## src/rtl/block_ram_multi_word_loader.sv

```systemverilog
`default_nettype none
// ============================================================================
// Module   : block_ram_multi_word_loader
// Brief    : Packs a valid/ready word stream into consecutive multi-word RAM
//            rows via one-hot per-word write enables.
// Revision : 1.0
// ============================================================================
module block_ram_multi_word_loader #(
    parameter  int DATA_WIDTH = 8,
    parameter  int DEPTH      = 64,
    parameter  int NUM_WORDS  = 9*32,
    parameter  int NUM_ROWS   = 64,
    localparam int AW         = (DEPTH > 1)     ? $clog2(DEPTH)     : 1,
    localparam int WW         = (NUM_WORDS > 1) ? $clog2(NUM_WORDS) : 1,
    localparam int RW         = (NUM_ROWS > 1)  ? $clog2(NUM_ROWS)  : 1
) (
    input  logic                  clk,
    input  logic                  rst,
    input  logic                  start,
    input  logic [AW-1:0]         base_addr,
    input  logic [DATA_WIDTH-1:0] in_data,
    input  logic                  in_valid,
    output logic                  in_ready,
    output logic [DATA_WIDTH-1:0] ram_wr_data,
    output logic [AW-1:0]         ram_addr,
    output logic [NUM_WORDS-1:0]  ram_wr_en,
    output logic                  busy,
    output logic                  done
);

    typedef enum logic [1:0] {
        S_IDLE  = 2'd0,
        S_LOAD  = 2'd1,
        S_FLUSH = 2'd2,
        S_DONE  = 2'd3
    } state_t;

    localparam logic [NUM_WORDS-1:0] WORD0_EN = NUM_WORDS'(1);

    state_t                  state_q;
    logic [AW-1:0]           addr_q;
    logic [WW-1:0]           word_cnt_q;
    logic [RW-1:0]           row_cnt_q;
    logic                    in_ready_q;
    logic [DATA_WIDTH-1:0]   wr_data_q;
    logic [AW-1:0]           ram_addr_q;
    logic [NUM_WORDS-1:0]    wr_en_q;
    logic                    busy_q;
    logic                    done_q;

    logic                    w_beat;
    logic                    w_last_word;
    logic                    w_last_row;
    logic [WW-1:0]           word_cnt_d;
    logic [RW-1:0]           row_cnt_d;
    logic [AW-1:0]           addr_d;

    always_comb begin
        w_beat      = (state_q == S_LOAD) && in_ready_q && in_valid;
        w_last_word = (word_cnt_q == WW'(NUM_WORDS - 1));
        w_last_row  = (row_cnt_q  == RW'(NUM_ROWS - 1));
        word_cnt_d  = word_cnt_q + WW'(1);
        row_cnt_d   = row_cnt_q;
        addr_d      = addr_q;
        // Row boundary: restart word index and advance the row address modulo DEPTH.
        if (w_last_word) begin
            word_cnt_d = '0;
            row_cnt_d  = row_cnt_q + RW'(1);
            addr_d     = (addr_q == AW'(DEPTH - 1)) ? '0 : addr_q + AW'(1);
        end
    end

    always_ff @(posedge clk) begin
        if (rst) begin
            state_q    <= S_IDLE;
            addr_q     <= '0;
            word_cnt_q <= '0;
            row_cnt_q  <= '0;
            in_ready_q <= 1'b0;
            wr_data_q  <= '0;
            ram_addr_q <= '0;
            wr_en_q    <= '0;
            busy_q     <= 1'b0;
            done_q     <= 1'b0;
        end else begin
            case (state_q)
                S_IDLE: begin
                    wr_en_q <= '0;
                    done_q  <= 1'b0;
                    if (start) begin
                        addr_q     <= base_addr;
                        word_cnt_q <= '0;
                        row_cnt_q  <= '0;
                        busy_q     <= 1'b1;
                        in_ready_q <= 1'b1;
                        state_q    <= S_LOAD;
                    end
                end
                S_LOAD: begin
                    if (w_beat) begin
                        wr_data_q  <= in_data;
                        ram_addr_q <= addr_q;
                        wr_en_q    <= WORD0_EN << word_cnt_q;
                        word_cnt_q <= word_cnt_d;
                        row_cnt_q  <= row_cnt_d;
                        addr_q     <= addr_d;
                        if (w_last_word && w_last_row) begin
                            in_ready_q <= 1'b0;
                            state_q    <= S_FLUSH;
                        end
                    end else begin
                        wr_en_q <= '0;
                    end
                end
                S_FLUSH: begin
                    wr_en_q <= '0;
                    done_q  <= 1'b1;
                    busy_q  <= 1'b0;
                    state_q <= S_DONE;
                end
                S_DONE: begin
                    done_q  <= 1'b0;
                    state_q <= S_IDLE;
                end
                default: begin
                    state_q <= S_IDLE;
                end
            endcase
        end
    end

    assign in_ready    = in_ready_q;
    assign ram_wr_data = wr_data_q;
    assign ram_addr    = ram_addr_q;
    assign ram_wr_en   = wr_en_q;
    assign busy        = busy_q;
    assign done        = done_q;

endmodule
`default_nettype wire

```

## config.mk

```make
export PLATFORM = sky130hd
export DESIGN_NAME = block_ram_multi_word_loader
export DESIGN_NICKNAME = d
export VERILOG_FILES = /design/src/rtl/block_ram_multi_word_loader.sv
export SDC_FILE = /design/constraint.sdc
export NUM_CORES = 1
export LEC_CHECK = 0
export BUFFER_PORTS_ARGS = -buffer_cell sky130_fd_sc_hd__buf_2
export CORE_MARGIN = 8
export CORE_UTILIZATION = 48
export CTS_CLUSTER_DIAMETER = 200
export DETAILED_ROUTE_END_ITERATION = 10
export PLACE_DENSITY = 0.76
export SLEW_MARGIN = 20
export SYNTH_ARGS = -nofsm -noshare
export SYNTH_HDL_FRONTEND = slang
export SYNTH_SLANG_ARGS = --single-unit
```

## constraint.sdc

```tcl
create_clock -name clk -period 1.86 [get_ports clk]
set_input_delay 0.372 -clock clk [delete_from_list [all_inputs] [get_ports clk]]
set_output_delay 0.372 -clock clk [all_outputs]
set_load 0.005 [all_outputs]
```

==> flow_summary.yaml, run 1 <==
pwr:
  vdd_drop_max_mv: 0.8579
  seq_power_share_pct: 42.0
  power.leakage_nw: 7.269
  p_sw_w: 0.004673
  combPwrFrac_pct: 16.8
  clkPwrFrac_pct: 41.2
  switching_share_pct: 26.92
  power_density_mw_per_mm2: 973.1
  p_int_w: 0.01268
place:
  pre_cts_ws_ns: -0.1798
  placedCellCount: 1950
  portBuffers: 322
  place_hpwl_mm: 28.33
  gp_congestion: 0.8658
drt:
  drt-total-wl_mm: 48.39
  drc: 0
  via_per_inst: 6.092
  drtPass1Iterations: 6
  detail-route-antenna-nets: 0
  drt_iter0_markers: 1406
  num_vias: 12590
  routedWlPerCell_um: 23.41
worst_hold_path:
  hold_class: "in2reg"
  min_to: "ram_wr_data[4]"
  min_from: "in_data[4]"
  worstHoldPathCells: 3
clocking:
  htreeDepth: 2
  cts_tree: "done"
  root_buffer: "clkbuf_16"
  cts_buffer_depth: 3
  clk_pin_slew_ns: 0.06
  numCtsBuffers: 34
  insertion_delay_ns: 0.51
  numClockSinks: 328
worst_setup_path:
  crit_type: "reg2reg"
  rr_worst_depth: 8
  path_cells: "buf_6 -> ha_4 -> or3_4 -> nor4b_4 -> buf_6 -> clkbuf_16 -> a22oi_2 -> nor2_1"
  arrival_ns: 2.52
  critPathCaptureType: "flip-flop"
  cpMostUsedCell: "buf_6"
  reg2reg_setup_slack_ns: -0.23
  cp_max_fo: 6
  startpoint_type: "flip-flop"
  rr_endpoint: "ram_wr_en[22]"
  r2r_start: "state_q[0]"
  max_stage_delay_ns: 0.46
  required_ns: 2.30
  cpMaxStageDelayCell: "or3_4"
global_route:
  grt_pass1_wl_mm: 63.65
  grt_use_total_pct: 25.14
  grt_max_degree: 135
  overflow: 0
  grt_pass1_vias: 11300
  antenna_found_initial: 0
yosys:
  yosys_warnings: 0
  yosys_most_used_dff: "dfxtp_1"
  yosysUniqueCellTypes: 53
  synth.top_cell.area_share_pct: 53.03
  synth_edf_count: 0
  syn_area_mm2: 0.01238
  yosys_register_bits: 328
  synth_seq_area_share_pct: 53.03
  synth_cells: 1351
  avgSynthCellArea_um2: 9.165
  synthArstFlopShare_pct: 0
  syn_nets: 1381
  synthTopCellsByArea: "dfxtp_1 (53%), a22oi_1 (12%), nor2_1 (10%), a32oi_1 (5.8%), clkbuf_1 (3.2%)"
  yosys.area.top_type: "dfxtp_1"
flow_run:
  drv_cap: 0
layout:
  area_growth_pct: 44.05
  antenna_cells: 0
  drive_gt1_share_pct: 41.11
  nFillCells: 1810
  stdcell_count: 2067
  nets: 1743
  final_util_pct: 70.63
timing:
  final.period_utilization_pct: 112.2
  max_slew_margin_pct: 51.06
  hold_viol_final: 0
  slew_violations: 0
  setup_viol: 275
  worstMarginPinSlew_ns: 0.7327
  fin_skew_ns: 0.01046
  period_needed_ns: 2.087
  rsz0062_at_grt: "true"
  fmax_ghz: 0.4791
  setup_ws_ns: -0.2274
outcome:
  violations: "setup timing"
  outcome: "complete, but fails checks"
floorplan:
  start_util_pct: 49.03
  dieArea_mm2: 0.03119
  rows: 58
  core_mm2: 0.02525
  die_y_um: 176.6
  dieWidth_um: 176.6
  ios: 323
==> flip-flops by register name, indices dropped and copies added, names as in the netlist <==
signal,flops
ram_wr_en,288
in_ready,1
row_cnt_q,6
ram_wr_data,8
state_q,2
word_cnt_q,9
ram_addr,6
addr_q,6
busy,1
done,1
==> metal layers <==
metal | track usage, % | wire length (um)
met1 | 32.01 | 18830
met2 | 40.87 | 22780
met3 | 4.715 | 4258
met4 | 11.38 | 2519
met5 | 0 | 0
==> metrics by stage <==
stage | hold WS (ns) | instance area, um^2 | power, W | TNS, ns
after detailed placement | 0.4432 | 14750 | 0.009692 | -16.61
after floorplan | 0.4262 | 12450 | 0.008858 | -0.3034
final | 0.09597 | 17840 | 0.01736 | -31.85
after global routing | 0.1076 | 17840 | 0.01791 | -46.21
after CTS | 0.08172 | 16120 | 0.01689 | -11.14
after global placement | 0.4385 | 14750 | 0.009638 | -5.181
==> kinds of logic after synthesis <==
kind of cell | Yosys count | synth area share (%)
buf+inv | 150 | 5.002
xor+xnor | 4 | 0.2829
simple gates | 500 | 18.64
fa+ha+maj | 12 | 1.213
mux | 4 | 0.3234
flops | 328 | 53.03
compound gates | 353 | 21.50
==> cells in the final DEF, fill, tap and decap left out, drive strengths merged, types with 3 or more instances in the layout <==
master	n
a211oi	3
a21oi	34
a22oi	201
a31oi	3
a32oi	82
and2	19
and3	8
buf	441
clkbuf	78
dfxtp	328
ha	12
inv	12
mux2i	4
nand2	53
nand2b	13
nand3	13
nand3b	8
nand4	10
nor2	339
nor2b	4
nor3	5
nor4	12
o21ai	8
o31ai	4
o32ai	3
o41ai	3
or3	3
or3b	4
xnor2	4
==> Yosys cell counts, types with 2 or more instances <==
cell and n:
o21ai_0 8, inv_1 11, mux2i_1 4, nor3_1 3, a21o_1 2, nor3_4 2
xnor2_1 4, a31oi_1 3, nor4_1 5, nand2b_1 13, a41oi_1 2, buf_2 24
o32ai_1 3, nor2_1 339, a32oi_1 82, a22oi_1 201, clkbuf_1 105, nor4_4 5
and2_1 19, nor4_2 2, buf_1 5, nand3b_1 8, ha_1 12, a211oi_1 3
o41ai_1 3, buf_4 3, and4_1 2, and3_1 8, o21a_1 2, a21oi_1 34
o31ai_1 4, dfxtp_1 328, nor2b_1 4, buf_6 2, nand4_1 10, nand3_1 12
a311oi_1 2, nand2_1 53, or2_2 2, or3b_2 4
==> repair_timing <==
action | CTS | global route
setup buffers | 4 | 17
hold buffers | 0 | 0
gates resized for setup | 29 | 190
pin swaps | 27 | 257
setup endpoints to repair | 289 | 302
cloned | 3 | 33
==> power groups by stage <==
stage	Combinational, W	Clock (W)	Sequential (W)
CTS	0.00243	0.00719	0.00726
global route	0.00309	0.00752	0.00730
floorplan	0.00147	0	0.00739
detailed placement	0.00228	0	0.00741
finish	0.00292	0.00715	0.00728
global placement	0.00224	0	0.00740
==> critical path: cells and delay by family, from the launching register on <==
family	cells	cell delay [ns]
compound gates	1	0.06
fa+ha+maj	1	0.16
buf+inv	3	0.51
flops	1	0.36
simple gates	3	0.91
==> how the worst max path moves through the flow <==
| stage | slack, ns | depth (start not counted) | to | from |
|---|---|---|---|---|
| after floorplan | -0.02 | 8 | ram_wr_en[39] | state_q[0] |
| after global placement | -0.10 | 8 | ram_wr_en[119] | state_q[1] |
| after detailed placement | -0.18 | 8 | ram_wr_en[119] | state_q[1] |
| after CTS | -0.12 | 8 | ram_wr_en[116] | state_q[0] |
| after global routing | -0.27 | 8 | ram_wr_en[22] | state_q[0] |
| final | -0.23 | 8 | ram_wr_en[22] | state_q[0] |
==> area by class of cell <==
| class | count | area, um^2 | area share [%] |
|---|---|---|---|
| sequential | 328 | 6578 | 36.88 |
| multi-input combinational | 874 | 6122 | 34.32 |
| timing repair buffer | 464 | 3487 | 19.55 |
| clock buffer | 55 | 1114 | 6.243 |
| tap | 330 | 412.9 | 2.315 |
| clock inverter | 5 | 76.32 | 0.4279 |
| inverter | 11 | 46.29 | 0.2596 |
Power figures use the tool's default switching activity.
==> run 2: changes to the inputs <==
--- a/config.mk
+++ b/config.mk
@@ -11,6 +11,7 @@
 export CTS_CLUSTER_DIAMETER = 200
 export DETAILED_ROUTE_END_ITERATION = 10
 export PLACE_DENSITY = 0.76
+export REMOVE_ABC_BUFFERS = 1
 export SLEW_MARGIN = 20
 export SYNTH_ARGS = -nofsm -noshare
 export SYNTH_HDL_FRONTEND = slang
==> run 2 against run 1 <==
The run still ends with setup timing left. Cell area is 2.9% lower. Critical endpoint is now ram_wr_en[287]. Largest power group is now clock. Combinational power is 7% lower. Highest routed layer unchanged. First-iteration DRC count is 18% lower. Total power is 0.80% higher. Global-route usage is 1.7 points higher.
==> flow_summary.yaml, run 2 (synthesis results as in run 1) <==
worst_setup_path:
  startpoint_type: "flip-flop"
  crit_type: "reg2reg"
  cpMaxStageDelayCell: "or3_4"
  required_ns: 2.30
  path_cells: "buf_6 -> ha_4 -> or3_4 -> nor4b_4 -> buf_4 -> buf_6 -> buf_12 -> a22oi_1 -> nor2_1"
  cpMostUsedCell: "buf_6"
  critPathCaptureType: "flip-flop"
  r2r_start: "state_q[0]"
  timing.critical_path.from: "state_q[0]"
  cp_max_fo: 8
  max_stage_delay_ns: 0.47
  arrival_ns: 2.57
global_route:
  grt_pass1_vias: 11750
  grt_use_total_pct: 26.86
  grt_max_degree: 233
  antenna_found_initial: 0
  grt_pass1_wl_mm: 67.69
  overflow: 0
floorplan:
  start_util_pct: 49.03
  ios: 323
  dieArea_mm2: 0.03119
  core_mm2: 0.02525
  dieWidth_um: 176.6
  die_y_um: 176.6
  rows: 58
timing:
  max_slew_margin_pct: 59.68
  period_needed_ns: 2.125
  setup_ws_ns: -0.2651
  rsz0062_at_grt: "true"
  whs_ns: 0.09686
  hold_viol_final: 0
  slew_violations: 0
  fmax_ghz: 0.4706
  fin_skew_ns: 0.01657
  setup_viol: 295
  final.period_utilization_pct: 114.3
  worstMarginPinSlew_ns: 0.6048
layout:
  drive_gt1_share_pct: 33.58
  area_growth_pct: 39.89
  final_cell_mix: "nor2_1 (336), dfxtp_1 (323), buf_2 (321), a22oi_1 (187), a32oi_1 (81)"
  final_util_pct: 68.59
  largest_register_ffs: 288
  antenna_cells: 0
  nets: 1750
  stdcell_count: 2075
  final_common_cell: "nor2_1"
worst_hold_path:
  hold_class: "in2reg"
  min_from: "in_data[2]"
drt:
  drt_iter0_markers: 1150
  drc: 0
  routedWlPerCell_um: 22.39
  num_vias: 12420
  drtPass1Iterations: 6
  drt-total-wl_mm: 46.47
  detail-route-antenna-nets: 0
  via_per_inst: 5.986
flow_run:
  drv_cap: 0
clocking:
  htreeDepth: 2
  numClockSinks: 328
  clk_pin_slew_ns: 0.07
  insertion_delay_ns: 0.53
  root_buffer: "clkbuf_16"
  numCtsBuffers: 35
  cts_buffer_depth: 3
  cts_tree: "done"
pwr:
  power.leakage_nw: 7.373
  finalPower_w: 0.01750
  power_density_mw_per_mm2: 1010
  vdd_drop_max_mv: 0.8477
place:
  gp_congestion: 0.8312
  placedCellCount: 1952
  place_hpwl_mm: 27.11
  portBuffers: 322
  pre_cts_ws_ns: -0.2207
outcome:
  outcome: "complete, but fails checks"
  violations: "setup timing"
## run 2: worst paths after layout
path                          to  slack (ns)  cells after the start
setup / recovery  ram_wr_en[287]       -0.27                      9
hold / removal    ram_wr_data[2]         0.1                      3
setup reg to reg  ram_wr_en[287]       -0.27                      9
hold reg to reg   ram_wr_data[3]        0.45                      2
## run 2: cell type report
| class | count | area [um^2] |
|---|---|---|
| inverters | 11 | 41.29 |
| flip-flops and latches | 328 | 6573 |
| repair buffers | 471 | 3649 |
| fillers | 1852 | 7933 |
| multi-input cells | 873 | 5405 |
| well taps | 330 | 412.9 |
| clock inverters | 16 | 252.7 |
| clock buffers | 46 | 988.4 |
## run 2: report_power, final
part | internal, W | switching (W)
logic | 0.00112 | 0.00162
clock network | 0.00460 | 0.00290
registers | 0.00714 | 0.000114
total | 0.0129 | 0.00463
## run 2: per-layer routing
layer / part of all wire (%) / global-route usage [%] / wire length (um) / vias to the layer above
met2: 47 / 43.71 / 21640 / 666
met4: 4.7 / 12.85 / 2166 / 0
met5: 0 / 0 / 0 / -
li1: - / - / - / 5596
met3: 9.5 / 5.761 / 4392 / 154
met1: 39 / 33.44 / 18270 / 6004
## run 2: through the flow
stage          cell area (um^2)   TNS, ns
6_report                  17320    -39.70
5_1_grt                   17320    -60.58
4_1_cts                   17030    -31.74
3_5_place_dp              14700    -35.99
3_3_place_gp              14700    -18.40
2_1_floorplan             11800  -1398.81
## run 2: critical path, delay by kind of cell, from the launching register on
family                     cells  cell delay (ns)
AOI/OAI and AO/OA              1             0.07
adders and majority gates      1             0.15
buffers and inverters          4             0.56
and+or+nand+nor                3             0.94
DFF                            1             0.34
## run 2: timing repair
action | CTS | global route
pin swaps | 62 | 45
hold buffers | 0 | 0
gates resized for setup | 78 | 33
setup buffers | 27 | 10
cloned | 19 | 9
endpoints found under the setup margin | 304 | 307
==> run 3: changes to the inputs <==
--- a/config.mk
+++ b/config.mk
@@ -5,6 +5,7 @@
 export SDC_FILE = /design/constraint.sdc
 export NUM_CORES = 1
 export LEC_CHECK = 0
+export ABC_AREA = 1
 export BUFFER_PORTS_ARGS = -buffer_cell sky130_fd_sc_hd__buf_2
 export CORE_MARGIN = 8
 export CORE_UTILIZATION = 48
==> run 3 against run 2 <==
The run now ends clean. Clock power shrank 3.5%. Clock skew grew 0.0011 ns. Critical path depth grew 1. Synthesized cell count grew 33%. Core utilization shrank 5.3 points. Die area grew 3.6%. Via count grew 6.8%. Maximum frequency grew 17%.
==> flow_summary.yaml, run 3 <==
timing:
  final.period_utilization_pct: 97.45
  setup_ws_ns: 0.04740
  fmax_ghz: 0.5517
  hold_viol_final: 0
  fin_skew_ns: 0.01764
  setup_viol: 0
  period_needed_ns: 1.813
  slew_violations: 0
  max_slew_margin_pct: 47.33
  worstMarginPinSlew_ns: 0.7891
drt:
  detail-route-antenna-nets: 0
  drtPass1Iterations: 6
  drt-total-wl_mm: 43.55
  drt_iter0_markers: 1140
  drc: 0
  num_vias: 13270
  routedWlPerCell_um: 17.57
  via_per_inst: 5.351
yosys:
  yosys_most_used_dff: "dfxtp_1"
  synthArstFlopShare_pct: 0
  yosysMostFrequentCell: "nand2_1"
  yosys_register_bits: 328
  synth_edf_count: 0
  avgSynthCellArea_um2: 7.163
  yosys_warnings: 0
  yosys.area.top_type: "dfxtp_1"
  synthTopCellsByArea: "dfxtp_1 (51%), nand2_1 (18%), a21oi_1 (12%), nor2_1 (6.5%), clkbuf_1 (2.7%)"
  synth.top_cell.area_share_pct: 51.02
  yosysUniqueCellTypes: 28
  synth_seq_area_share_pct: 51.02
  yosys-top-cells-count: "nand2_1 (625), dfxtp_1 (328), a21oi_1 (301)"
  syn_area_mm2: 0.01287
  synth_cells: 1797
layout:
  final_cell_mix: "nand2_1 (622), dfxtp_1 (323), buf_2 (321), a21oi_1 (283), nor2_1 (216)"
  final_common_cell: "nand2_1"
  drive_gt1_share_pct: 24.18
  final_util_pct: 63.26
  area_growth_pct: 30.99
  largest_register_ffs: 288
  nets: 2146
  antenna_cells: 0
worst_setup_path:
  critPathCaptureType: "flip-flop"
  startpoint_type: "flip-flop"
  max_stage_delay_ns: 0.37
  path_cells: "inv_2 -> ha_4 -> nor2_4 -> nand3_4 -> nor3_4 -> buf_12 -> buf_16 -> clkbuf_16 -> nand2_1 -> a21oi_2"
  arrival_ns: 2.25
  cpMaxStageDelayCell: "dfxtp_4"
  required_ns: 2.30
  cp_max_fo: 7
  crit_type: "reg2reg"
outcome:
  outcome: "finished, final reports clean"
place:
  place_hpwl_mm: 28.54
  pre_cts_ws_ns: -0.1110
  portBuffers: 322
  gp_congestion: 0.8553
floorplan:
  rows: 60
  dieArea_mm2: 0.03231
  core_mm2: 0.02665
  ios: 323
  start_util_pct: 48.30
  die_y_um: 179.8
  dieWidth_um: 179.8
clocking:
  numClockSinks: 328
  cts_tree: "done"
  cts_hold_buf: 0
  cts_buffer_depth: 3
  clk_pin_slew_ns: 0.06
  root_buffer: "clkbuf_16"
  htreeDepth: 2
  insertion_delay_ns: 0.51
  numCtsBuffers: 35
global_route:
  grt_max_degree: 123
  grt_use_total_pct: 24.69
  grt_pass1_wl_mm: 66.45
  grt_pass1_vias: 12640
  overflow: 0
  antenna_found_initial: 0
pwr:
  vdd_drop_max_mv: 0.6087
  power_density_mw_per_mm2: 973.7
  power.leakage_nw: 7.032
worst_hold_path:
  hold_class: "in2reg"
flow_run:
  drv_cap: 0
run 3: cell types whose count changed after synthesis, moves of 8 or more:
cell / previous run / this run
o21ai_0: 8 / 30
buf_2: 24 / 15
nand2b_1: 13 / 0
clkbuf_1: 105 / 94
a22oi_1: 201 / 12
and2_1: 19 / 0
nand3_1: 12 / 57
a21oi_1: 34 / 301
a32oi_1: 82 / 0
nand2_1: 53 / 625
and3_1: 8 / 0
inv_1: 11 / 60
nor2_1: 339 / 224
run 3: final timing paths:
kind	startpoint	endpoint	slack, ns	cells past startpoint
setup / recovery	state_q[0]	ram_wr_en[64]	0.05	10
hold / removal	in_data[1]	ram_wr_data[1]	0.14	3
setup reg to reg	state_q[0]	ram_wr_en[64]	0.05	10
hold reg to reg	ram_addr[1]	ram_addr[1]	0.44	2
run 3: power breakdown:
group          leakage [nW]  switching, W  total, W  internal [W]
Combinational          3.79       0.00121   0.00190      0.000697
Clock                 0.598       0.00277   0.00725       0.00448
Sequential             2.65      0.000114   0.00727       0.00715
run 3: cells by family (layout without fill, tap and decap cells):
| logic type | Yosys count | count (layout) | synth area share (%) |
|---|---|---|---|
| AND/OR/NAND/NOR | 918 | 918 | 27.65 |
| AO/OA/AOI/OAI | 347 | 347 | 13.79 |
| flip-flops | 328 | 328 | 51.02 |
| buffers and inverters | 190 | 531 | 6.241 |
| adder cells (fa/ha/maj) | 12 | 12 | 1.166 |
| XOR/XNOR | 2 | 2 | 0.1361 |
run 3: per-stage QoR:
step	power, W	cell area, um^2	setup TNS [ns]	hold WS (ns)	std cells
3_3_place_gp	0.009071	15090	-3.190	0.4276	2402
6_report	0.01642	16860	0	0.1432	2479
5_1_grt	0.01701	16860	-0.8850	0.1359	2479
3_5_place_dp	0.009113	15090	-9.087	0.4349	2402
2_1_floorplan	0.008302	12300	-1448.70	0.4411	1670
4_1_cts	0.01632	16360	0	0.1309	2463
run 3: area by class of cell:
class | count | area (um^2)
clock buffers | 49 | 1051
well taps | 341 | 426.7
fillers | 2351 | 9791
repair buffers | 409 | 2730
multi-input cells | 1279 | 5685
inverters | 63 | 241.5
flip-flops and latches | 328 | 6575
clock inverters | 10 | 150.1
run 3: critical path: cells and delay by family, from the launching register on:
family / cells / cell delay [ns]
AO/OA/AOI/OAI: 1 / 0.13
adder cells (fa/ha/maj): 1 / 0.17
buffers and inverters: 4 / 0.55
flip-flops: 1 / 0.37
AND/OR/NAND/NOR: 4 / 0.51
run 3: repair_timing:
action | in CTS | in global routing
pin swaps | 0 | 6
cloned | 1 | 12
buffers inserted | 1 | 4
endpoints found under the setup margin | 210 | 260
gates resized for setup | 10 | 55
run 3: per-layer routing:
| layer | vias to the layer above | share of wire [%] | track usage [%] |
|---|---|---|---|
| met1 | 6184 | 40 | 29.93 |
| met5 | - | 0 | 0 |
| li1 | 6359 | - | - |
| met3 | 111 | 9.2 | 7.117 |
| met2 | 611 | 47 | 40.75 |
| met4 | 0 | 3.4 | 10.00 |
